**config.mk**
```make
export PLATFORM = sky130hd
export DESIGN_NAME = rom_responder
export DESIGN_NICKNAME = d
export VERILOG_FILES = /design/src/rtl/rom_responder_pkg.sv /design/src/rtl/rom_line_buf.sv /design/src/rtl/rom_responder.sv
export SDC_FILE = /design/constraint.sdc
export NUM_CORES = 1
export LEC_CHECK = 0
export BUFFER_PORTS_ARGS = -buffer_cell sky130_fd_sc_hd__buf_2
export CAP_MARGIN = 10
export CORE_MARGIN = 10
export CORE_UTILIZATION = 50
export CTS_CLUSTER_DIAMETER = 40
export CTS_CLUSTER_SIZE = 14
export DETAILED_ROUTE_END_ITERATION = 6
export MAX_ROUTING_LAYER = met4
export PLACE_DENSITY = 0.8
export SETUP_SLACK_MARGIN = 0.3
export SYNTH_ARGS = -nofsm -noshare
export SYNTH_HDL_FRONTEND = slang
export SYNTH_SLANG_ARGS = --single-unit
export TNS_END_PERCENT = 10
```
**constraint.sdc**
```tcl
create_clock -name clk -period 8.6 [get_ports clk]
set_clock_uncertainty 0.05 [all_clocks]
set_input_delay 0.43 -clock clk [delete_from_list [all_inputs] [get_ports clk]]
set_output_delay 0.43 -clock clk [all_outputs]
set_load 0.01 [all_outputs]
```
**src/rtl/rom_responder_pkg.sv**
```systemverilog
// Shared widths, FSM state encoding and byte-merge helper for the fetch-port responder.
// Latency: n/a (declarations only).
// Backpressure: n/a.
package rom_responder_pkg;

  localparam int ADDR_W = 32;
  localparam int DATA_W = 32;
  localparam int SEL_W  = DATA_W / 8;
  localparam int TAG_W  = ADDR_W - 2;

  localparam logic [DATA_W-1:0] ROM_NOP_WORD = 32'h0000_0000;

  typedef enum logic [1:0] {
    ROM_ST_IDLE  = 2'b00,
    ROM_ST_FETCH = 2'b01,
    ROM_ST_WRITE = 2'b10
  } rom_st_e;

  // Replace the byte lanes of old_w selected by be with the same lanes of new_w.
  function automatic logic [DATA_W-1:0] merge_bytes(input logic [DATA_W-1:0] old_w,
                                                    input logic [DATA_W-1:0] new_w,
                                                    input logic [SEL_W-1:0]  be);
    logic [DATA_W-1:0] r;
    r = old_w;
    for (int i = 0; i < SEL_W; i++) begin
      if (be[i]) r[i*8 +: 8] = new_w[i*8 +: 8];
    end
    return r;
  endfunction

endpackage

```
**src/rtl/rom_line_buf.sv**
```systemverilog
// One-word hit buffer: tag/data/valid registers, hit compare and write-through byte merge.
// Latency: hit_o/data_o combinational from registers; fill/merge take effect next cycle.
// Backpressure: none, fill_i and wr_i are single-cycle strobes from the responder FSM.
// Ports: tag_i lookup/fill tag; fill_i/fill_data_i load a fresh word; wr_i/wr_be_i/wr_data_i
//        merge a completed write when the tag matches; hit_o, data_o, merged_o (preview).
module rom_line_buf
  import rom_responder_pkg::*;
(
  input  logic              clk,
  input  logic              rst,
  input  logic [TAG_W-1:0]  tag_i,
  input  logic              fill_i,
  input  logic [DATA_W-1:0] fill_data_i,
  input  logic              wr_i,
  input  logic [SEL_W-1:0]  wr_be_i,
  input  logic [DATA_W-1:0] wr_data_i,
  output logic              hit_o,
  output logic [DATA_W-1:0] data_o,
  output logic [DATA_W-1:0] merged_o
);

  logic              valid_q, valid_d;
  logic [TAG_W-1:0]  tag_q, tag_d;
  logic [DATA_W-1:0] data_q, data_d;

  assign hit_o    = valid_q && (tag_q == tag_i);
  assign data_o   = data_q;
  assign merged_o = merge_bytes(data_q, wr_data_i, wr_be_i);

  always_comb begin
    valid_d = valid_q;
    tag_d   = tag_q;
    data_d  = data_q;
    if (fill_i) begin
      valid_d = 1'b1;
      tag_d   = tag_i;
      data_d  = fill_data_i;
    end else if (wr_i && hit_o) begin
      // Write-through: keep the buffered copy coherent with the backing store.
      data_d = merged_o;
    end
  end

  // Async clear guarantees a buffered word never survives a reset.
  always_ff @(posedge clk or negedge rst) begin
    if (!rst) begin
      valid_q <= 1'b0;
      tag_q   <= '0;
      data_q  <= '0;
    end else begin
      valid_q <= valid_d;
      tag_q   <= tag_d;
      data_q  <= data_d;
    end
  end

endmodule

```
**src/rtl/rom_responder.sv**
```systemverilog
// Fetch-port memory responder: captures PC-stage requests, serves hits from a one-word
// buffer, forwards misses/writes to a ready-handshaked backing memory with timeout abort.
// Latency: hit data the cycle after capture; miss/write stall until mem_ready or timeout.
// Backpressure: rom_stall (registers only) holds the PC stage; mem_req held until mem_ready.
// Ports: rom_* PC-stage side, mem_* backing side, bus_err one-cycle abort pulse.
module rom_responder
  import rom_responder_pkg::*;
#(
  parameter int unsigned       TIMEOUT_CYCLES = 255,
  parameter logic [DATA_W-1:0] NOP_WORD       = ROM_NOP_WORD
) (
  input  logic              clk,
  input  logic              rst,
  input  logic              rom_en,
  input  logic [SEL_W-1:0]  rom_write_en,
  input  logic [ADDR_W-1:0] rom_addr,
  input  logic [DATA_W-1:0] rom_write_data,
  output logic [DATA_W-1:0] rom_read_data,
  output logic              rom_stall,
  output logic              bus_err,
  output logic              mem_req,
  output logic [SEL_W-1:0]  mem_we,
  output logic [ADDR_W-1:0] mem_addr,
  output logic [DATA_W-1:0] mem_wdata,
  input  logic              mem_ready,
  input  logic [DATA_W-1:0] mem_rdata
);

  localparam int                CNT_W    = $clog2(TIMEOUT_CYCLES + 1);
  localparam logic [CNT_W-1:0]  CNT_LAST = CNT_W'(TIMEOUT_CYCLES - 1);

  rom_st_e           state_q, state_d;
  logic              req_valid_q, req_valid_d;
  logic              req_done_q, req_done_d;
  logic [TAG_W-1:0]  req_tag_q, req_tag_d;
  logic [SEL_W-1:0]  req_we_q, req_we_d;
  logic [DATA_W-1:0] req_wdata_q, req_wdata_d;
  logic [CNT_W-1:0]  cnt_q, cnt_d;
  logic [DATA_W-1:0] rd_q, rd_d;
  logic              bus_err_q, bus_err_d;
  logic              mem_req_q, mem_req_d;
  logic [SEL_W-1:0]  mem_we_q, mem_we_d;
  logic [ADDR_W-1:0] mem_addr_q, mem_addr_d;
  logic [DATA_W-1:0] mem_wdata_q, mem_wdata_d;

  logic              buf_hit, buf_fill, buf_wr;
  logic [DATA_W-1:0] buf_data, buf_merged;
  logic              is_write, read_hit, need_fetch, need_write;
  logic              addr_lsb_unused;

  // Instruction fetches are word granular; the byte offset carries no information.
  assign addr_lsb_unused = ^rom_addr[1:0];

  rom_line_buf u_line_buf (
    .clk         (clk),
    .rst         (rst),
    .tag_i       (req_tag_q),
    .fill_i      (buf_fill),
    .fill_data_i (mem_rdata),
    .wr_i        (buf_wr),
    .wr_be_i     (req_we_q),
    .wr_data_i   (req_wdata_q),
    .hit_o       (buf_hit),
    .data_o      (buf_data),
    .merged_o    (buf_merged)
  );

  // Everything below depends only on registers, so rom_stall has no path from rom_addr/rom_en.
  assign is_write   = |req_we_q;
  assign read_hit   = req_valid_q && !is_write && buf_hit;
  assign need_fetch = req_valid_q && !is_write && !buf_hit && !req_done_q;
  assign need_write = req_valid_q && is_write && !req_done_q;

  assign rom_stall     = (state_q != ROM_ST_IDLE) || need_fetch || need_write;
  assign rom_read_data = (state_q == ROM_ST_IDLE && read_hit) ? buf_data : rd_q;
  assign bus_err       = bus_err_q;
  assign mem_req       = mem_req_q;
  assign mem_we        = mem_we_q;
  assign mem_addr      = mem_addr_q;
  assign mem_wdata     = mem_wdata_q;

  always_comb begin
    state_d     = state_q;
    req_valid_d = req_valid_q;
    req_done_d  = req_done_q;
    req_tag_d   = req_tag_q;
    req_we_d    = req_we_q;
    req_wdata_d = req_wdata_q;
    cnt_d       = cnt_q;
    rd_d        = rom_read_data;  // remember whatever was last presented
    bus_err_d   = 1'b0;
    mem_req_d   = mem_req_q;
    mem_we_d    = mem_we_q;
    mem_addr_d  = mem_addr_q;
    mem_wdata_d = mem_wdata_q;
    buf_fill    = 1'b0;
    buf_wr      = 1'b0;

    case (state_q)
      ROM_ST_IDLE: begin
        // mem_ready is deliberately not looked at here.
        if (need_fetch) begin
          state_d    = ROM_ST_FETCH;
          mem_req_d  = 1'b1;
          mem_we_d   = '0;
          mem_addr_d = {req_tag_q, 2'b00};
          cnt_d      = '0;
        end else if (need_write) begin
          state_d     = ROM_ST_WRITE;
          mem_req_d   = 1'b1;
          mem_we_d    = req_we_q;
          mem_addr_d  = {req_tag_q, 2'b00};
          mem_wdata_d = req_wdata_q;
          cnt_d       = '0;
        end
      end
      ROM_ST_FETCH: begin
        if (mem_ready) begin
          buf_fill   = 1'b1;
          mem_req_d  = 1'b0;
          req_done_d = 1'b1;
          state_d    = ROM_ST_IDLE;
        end else if (cnt_q == CNT_LAST) begin
          // Abort: hand back a NOP and leave the buffer untouched.
          mem_req_d  = 1'b0;
          bus_err_d  = 1'b1;
          req_done_d = 1'b1;
          rd_d       = NOP_WORD;
          state_d    = ROM_ST_IDLE;
        end else begin
          cnt_d = cnt_q + 1'b1;
        end
      end
      ROM_ST_WRITE: begin
        if (mem_ready) begin
          buf_wr     = 1'b1;
          mem_req_d  = 1'b0;
          mem_we_d   = '0;
          req_done_d = 1'b1;
          if (buf_hit) rd_d = buf_merged;
          state_d    = ROM_ST_IDLE;
        end else if (cnt_q == CNT_LAST) begin
          mem_req_d  = 1'b0;
          mem_we_d   = '0;
          bus_err_d  = 1'b1;
          req_done_d = 1'b1;
          state_d    = ROM_ST_IDLE;
        end else begin
          cnt_d = cnt_q + 1'b1;
        end
      end
      default: state_d = ROM_ST_IDLE;
    endcase

    // Request capture only while not stalling, so req_* stay frozen during a stall.
    if (!rom_stall) begin
      if (rom_en) begin
        req_valid_d = 1'b1;
        req_done_d  = 1'b0;
        req_tag_d   = rom_addr[ADDR_W-1:2];
        req_we_d    = rom_write_en;
        req_wdata_d = rom_write_data;
      end else begin
        req_valid_d = 1'b0;
      end
    end
  end

  always_ff @(posedge clk or negedge rst) begin
    if (!rst) begin
      state_q     <= ROM_ST_IDLE;
      req_valid_q <= 1'b0;
      req_done_q  <= 1'b0;
      req_tag_q   <= '0;
      req_we_q    <= '0;
      req_wdata_q <= '0;
      cnt_q       <= '0;
      rd_q        <= '0;
      bus_err_q   <= 1'b0;
      mem_req_q   <= 1'b0;
      mem_we_q    <= '0;
      mem_addr_q  <= '0;
      mem_wdata_q <= '0;
    end else begin
      state_q     <= state_d;
      req_valid_q <= req_valid_d;
      req_done_q  <= req_done_d;
      req_tag_q   <= req_tag_d;
      req_we_q    <= req_we_d;
      req_wdata_q <= req_wdata_d;
      cnt_q       <= cnt_d;
      rd_q        <= rd_d;
      bus_err_q   <= bus_err_d;
      mem_req_q   <= mem_req_d;
      mem_we_q    <= mem_we_d;
      mem_addr_q  <= mem_addr_d;
      mem_wdata_q <= mem_wdata_d;
    end
  end

endmodule

```
# After elaboration in Yosys (flattened, before gate mapping)
# Index checks and enable logic that the tools add are counted.
[totals] register_bits=243 output_inout_bits=103 in_bits=104 elab_cells=103
[op_classes] add_sub_neg=1 n_bitwise=2 n_eq_ne=9 reduce_logical=29 muxes=46
[ops] operator="$mux W32" n=9
[ops] operator="$mux W8" n=8
[ops] operator="$pmux W32 S2" n=1
[ops] operator="$eq A30 B30 Y1" n=1
[ops] operator="$mux W1" n=16
[ops] operator="$mux W4" n=4
[ops] operator="$pmux W8 S2" n=1
[ops] operator="$reduce_bool A2 Y1" n=5
[ops] operator="$logic_and A1 B1 Y1" n=9
[ops] operator="$reduce_and A3 Y1" n=3
[ops] operator="$add A8 B1 Y8 const B" n=1
[ops] operator="$eq A8 B8 Y1 const B" n=1
[ops] operator="$mux W2" n=4
[ops] operator="$pmux W4 S2" n=1
[ops] operator="$ne A3 B3 Y1 const B" n=2
[ops] operator="$reduce_and A2 Y1" n=3
[ops] operator="$ne A2 B2 Y1 const B" n=2
[ops] operator="$pmux W2 S2" n=1
[ops] operator="$reduce_and A4 Y1" n=1
[ops] operator="$reduce_or A4 Y1" n=1
[ops] operator="$logic_not A1 Y1" n=3
[ops] operator="$ne A3 B1 Y1 const B" n=1
[ops] operator="$eq A2 B1 Y1 const B" n=1
[ops] operator="$eq A2 B2 Y1 const B" n=1
[ops] operator="5 further kinds" n=7

# Depth between registers and ports, before layout
[logic_depth] word_depth=9 depth_mapped=10 mapped_depth_nobuf=9

# By module
# A second synthesis with hierarchy kept.
[hier_totals] cells_unflattened=937 hier_area_um2=11487.3
[modules_own_cells] mod="rom_responder" area_each_um2=7728.7 cells_each=573 seq_area_each_um2=4454.3 n_inst=1
[modules_own_cells] mod="rom_line_buf" area_each_um2=3758.6 cells_each=364 seq_area_each_um2=1576.5 n_inst=1

# Worst setup path before layout
# OpenSTA, ideal clock, no wires.
[synth_timing] kind="register to register" start="register req_tag_q[10]" end="register req_tag_q[18]" t_arrival_ps=2514 period_less_slack_ps=2691 slack_ps=5909 stages_incl_launch_ff=11 required_ps=8423 n_path_buf=3 setup_time_ps=127 path_cell_list="dfrtp_1 -> xnor2_1 -> nand4_1 -> or4_4 -> nor3_4 -> o21a_1 -> and2_1 -> buf_2 -> buf_6 -> buf_6 -> mux2_1"
[synth_via] elab_chain_len=9
[synth_rtl] item="start: declaration" line="rom_responder.sv:35" rtl="logic [TAG_W-1:0] req_tag_q, req_tag_d;"
[synth_rtl] item="start signal: assignment" line="rom_responder.sv:188" rtl="req_tag_q <= req_tag_d;"
[synth_rtl] item="$eq A30 B30 Y1" line="rom_line_buf.sv:26" rtl="assign hit_o = valid_q && (tag_q == tag_i);"
[synth_rtl] item="$logic_and A1 B1 Y1" line="rom_line_buf.sv:26"
[synth_rtl] item="$logic_not A1 Y1" line="rom_responder.sv:71" rtl="assign need_fetch = req_valid_q && !is_write && !buf_hit && !req_done_q;"
[synth_rtl] item="$logic_and A1 B1 Y1 (2 in series)" line="rom_responder.sv:71"
[synth_rtl] item="$logic_or A1 B1 Y1 (2 in series)" line="rom_responder.sv:74" rtl="assign rom_stall = (state_q != ROM_ST_IDLE) || need_fetch || need_write;"
[synth_rtl] item="$not A1 Y1 (no line)"
[synth_rtl] item="$reduce_and A2 Y1 (no line)"
# Every way passes these cells.
# A chain may end at the register's enable or synchronous reset.

# Final worst setup path
[layout_timing] start="register req_tag_q[20]" end="output port rom_read_data[3]"
[layout_via] elab_chain_len=5
[layout_rtl] item="$eq A30 B30 Y1" line="rom_line_buf.sv:26"
[layout_rtl] item="$logic_and A1 B1 Y1" line="rom_line_buf.sv:26"
[layout_rtl] item="$logic_and A1 B1 Y1" line="rom_responder.sv:70" rtl="assign read_hit = req_valid_q && !is_write && buf_hit;"
[layout_rtl] item="$logic_and A1 B1 Y1" line="rom_responder.sv:75" rtl="assign rom_read_data = (state_q == ROM_ST_IDLE && read_hit) ? buf_data : rd_q;"
[layout_rtl] item="$mux W32" line="rom_responder.sv:75"
[layout_rtl] item="end: declaration" line="rom_responder.sv:18" rtl="output logic [DATA_W-1:0] rom_read_data,"
# Every way passes these cells.

==> metrics <==
Global Route met3 Usage 3.86%; Fill cells 1,646; initial antenna violation count 2; Hold Buf Count CTS 1; leakage around 6.4 nW; CTS root buffer clkbuf_16; most frequent cells in the layout dfrtp_1 (241), buf_2 (201), mux2_2 (140); WL final 26,600 um; Core Rows 53; clk_lat worst skew 0.51 ns; Post-Layout Cell Count 1,360; Placed Cells between 1,000 and 1,500; port buffer count between 200 and 250; initial drt markers 448; GR peak layer met2; Least-Margin Pin Slew 1.14 ns; Post-CTS Resized 0; Overall Global Routing Usage 19.3%; global route total overflow 0; GP Congestion 0.791; Gate Count Post-Synth 864; Seq/Total Area, Yosys ~56%; vias roughly 7,500; Max-Cap Viols 0; Cell Area, Synth about 11,000 sq um; post-synth top area share 56.2%; # setup viols final 0; Top FF cell, synth dfrtp_1; Final Util 62.5%; peak supply drop 217 uV; CTS tree done; CP endpoint kind output port; die height 166 um; layout cells sized above 1 roughly two fifths; HP Class in2reg; Layout area overhead 22.8%; number of distinct library cells after synthesis 48; Max Freq between 200 and 250 MHz; Setup crit start kind flip-flop; Final Critical Period 4.41 ns; power per cell area around 390 nW/um^2; #FFs+latches synth between 200 and 250; pre-CTS setup slack 4.69 ns; routed vias/inst 5.51; Initial Utilization 50.9%; TritonCTS Buffers 36; Final Slew Violations 0; die width 166 um; H-tree levels 2; commonest non-fill, non-tap cell in the layout dfrtp_1; Ports 207; Final HPWL DP 17,600 um; RSZ-0062 raised after global routing no; Synth Area per Inst 12.4 sq um; Slew headroom 24.0%; GRT met2 Usage between 30% and 40%; Crit Path Category reg2out; Final Cycle Share about half; PnR worst setup slack 4.19 ns; Die ar. ~28,000 sq um; Worst EP arrival 3.93 ns; Post-DRT Antenna Nets 0; Clock Tree Buf Depth 3; Synth async-reset ratio 100%; final setup TNS 0 ns; Final Hold Vio Count 0; Setup Fix Bufs, Post-CTS 0; CP Max Fanout 32; first-pass GRT wire length 42,800 um; PnR Total Power just over 5 mW; CTS clk-pin slew, worst paths 0.06 ns; largest net degree at the start of global routing roughly 110; Core ar. 21,100 sq um; Routed WL per cell 19.6 um; status finished clean; dominant cell type by area after synthesis dfrtp_1; top cells by area, synth dfrtp_1 (56%), mux2_2 (15%), mux2i_1 (6.1%), a21boi_0 (2.2%), mux2_1 (1.9%); Ys Warns 0; DRC 0; M1 GR Usage around 24%; clk sinks between 200 and 250; 1st-pass router iterations 4; critical path required time 8.12 ns; Post-synth EDFFs 0; vias in the first global route 7,861; nets 1,165
[through the flow]
step | hold slack, ns | cell area, sq um
floorplan | 0.0844 | 10700
global placement | 0.432 | 11900
detailed placement | 0.431 | 11900
CTS | 0.0697 | 13200
global route | 0.0820 | 13200
finish | 0.0867 | 13200
[cell type report]
type / instances / area (sq um) / share of cell area (%)
flip-flops and latches: 241 / 6030 / 45.8
multi-input cells: 529 / 4320 / 32.8
repair buffers: 209 / 1080 / 8.17
clock buffers: 44 / 982 / 7.45
well taps: 275 / 344 / 2.61
clock inverters: 21 / 272 / 2.06
inverters: 39 / 146 / 1.11
diodes: 2 / 5.00 / 0.0380
[synth_stat cells, drive strengths merged, types with 2 or more instances]
library cell and instances:
a21boi 32, a21oi 40, a22o 6, and2 2, and3 2, and4 4
buf 19, clkbuf 37, dfrtp 241, ha 5, inv 39, mux2 158
mux2i 65, nand2 11, nand2b 2, nand3 35, nand4 14, nor2 46
nor3 4, nor4 4, o21ai 10, o22ai 32, o2bb2ai 2, or2 3
or3 5, or3b 2, or4 3, xnor2 15, xor2 15
[worst paths after layout]
path | start | cells past startpoint | end | slack [ns]
setup / recovery | req_tag_q[20] | 8 | rom_read_data[3] | 4.19
hold / removal | rom_write_data[1] | 2 | req_wdata_q[1] | 0.09
setup reg to reg | req_tag_q[20] | 7 | req_wdata_q[6] | 4.83
hold reg to reg | mem_we[2] | 1 | mem_we[2] | 0.44
max in group asynchronous | rst | 3 | cnt_q[0] | 6.58
min in group asynchronous | rst | 2 | req_tag_q[16] | 0.50
[flip-flops by register name, indices dropped and copies added (netlist names)]
name	count
cnt_q	8
req_wdata_q	32
u_line_buf.data_o	32
mem_req	1
req_done_q	1
rd_q	32
mem_addr	30
req_we_q	4
u_line_buf.valid_q	1
mem_wdata	32
u_line_buf.tag_q	30
req_tag_q	30
state_q	2
bus_err	1
req_valid_q	1
mem_we	4
[where the power goes]
part	internal, mW	leakage, nW	total (mW)	switching (mW)
registers	1.60	3.00	2.01	0.409
logic	0.853	2.77	1.68	0.831
clock network	0.952	0.612	1.50	0.546
total	3.41	6.38	5.19	1.79
[cells by family (layout without fill, tap and decap cells)]
family,count (synthesis),in the layout,share of synthesized area [%]
buffers and inverters,95,313,3.77
adders and majority gates,5,5,0.583
and+or+nand+nor,140,140,6.73
AOI/OAI and AO/OA,129,129,7.59
xor gates and xnor gates,30,30,2.45
other,1,4,0.0349
muxes,223,223,22.6
DFF,241,241,56.2
[worst max-delay path, cell delays in order, from the launching register on]
cell      delay, ns
dfrtp_1        0.41
xnor2_1        0.31
nand4_1        0.13
or4_4          0.58
nor3_4         0.40
nand2_1        0.74
a21boi_0       0.57
inv_1          0.10
buf_2          0.16
[layer usage]
| metal | wire, um | vias to the layer above |
|---|---|---|
| li1 | - | 3457 |
| met1 | 11700 | 3751 |
| met2 | 12900 | 240 |
| met3 | 1350 | 51 |
| met4 | 739 | 0 |
| met5 | 0 | - |
No activity file was read; power rests on OpenSTA's default activity.
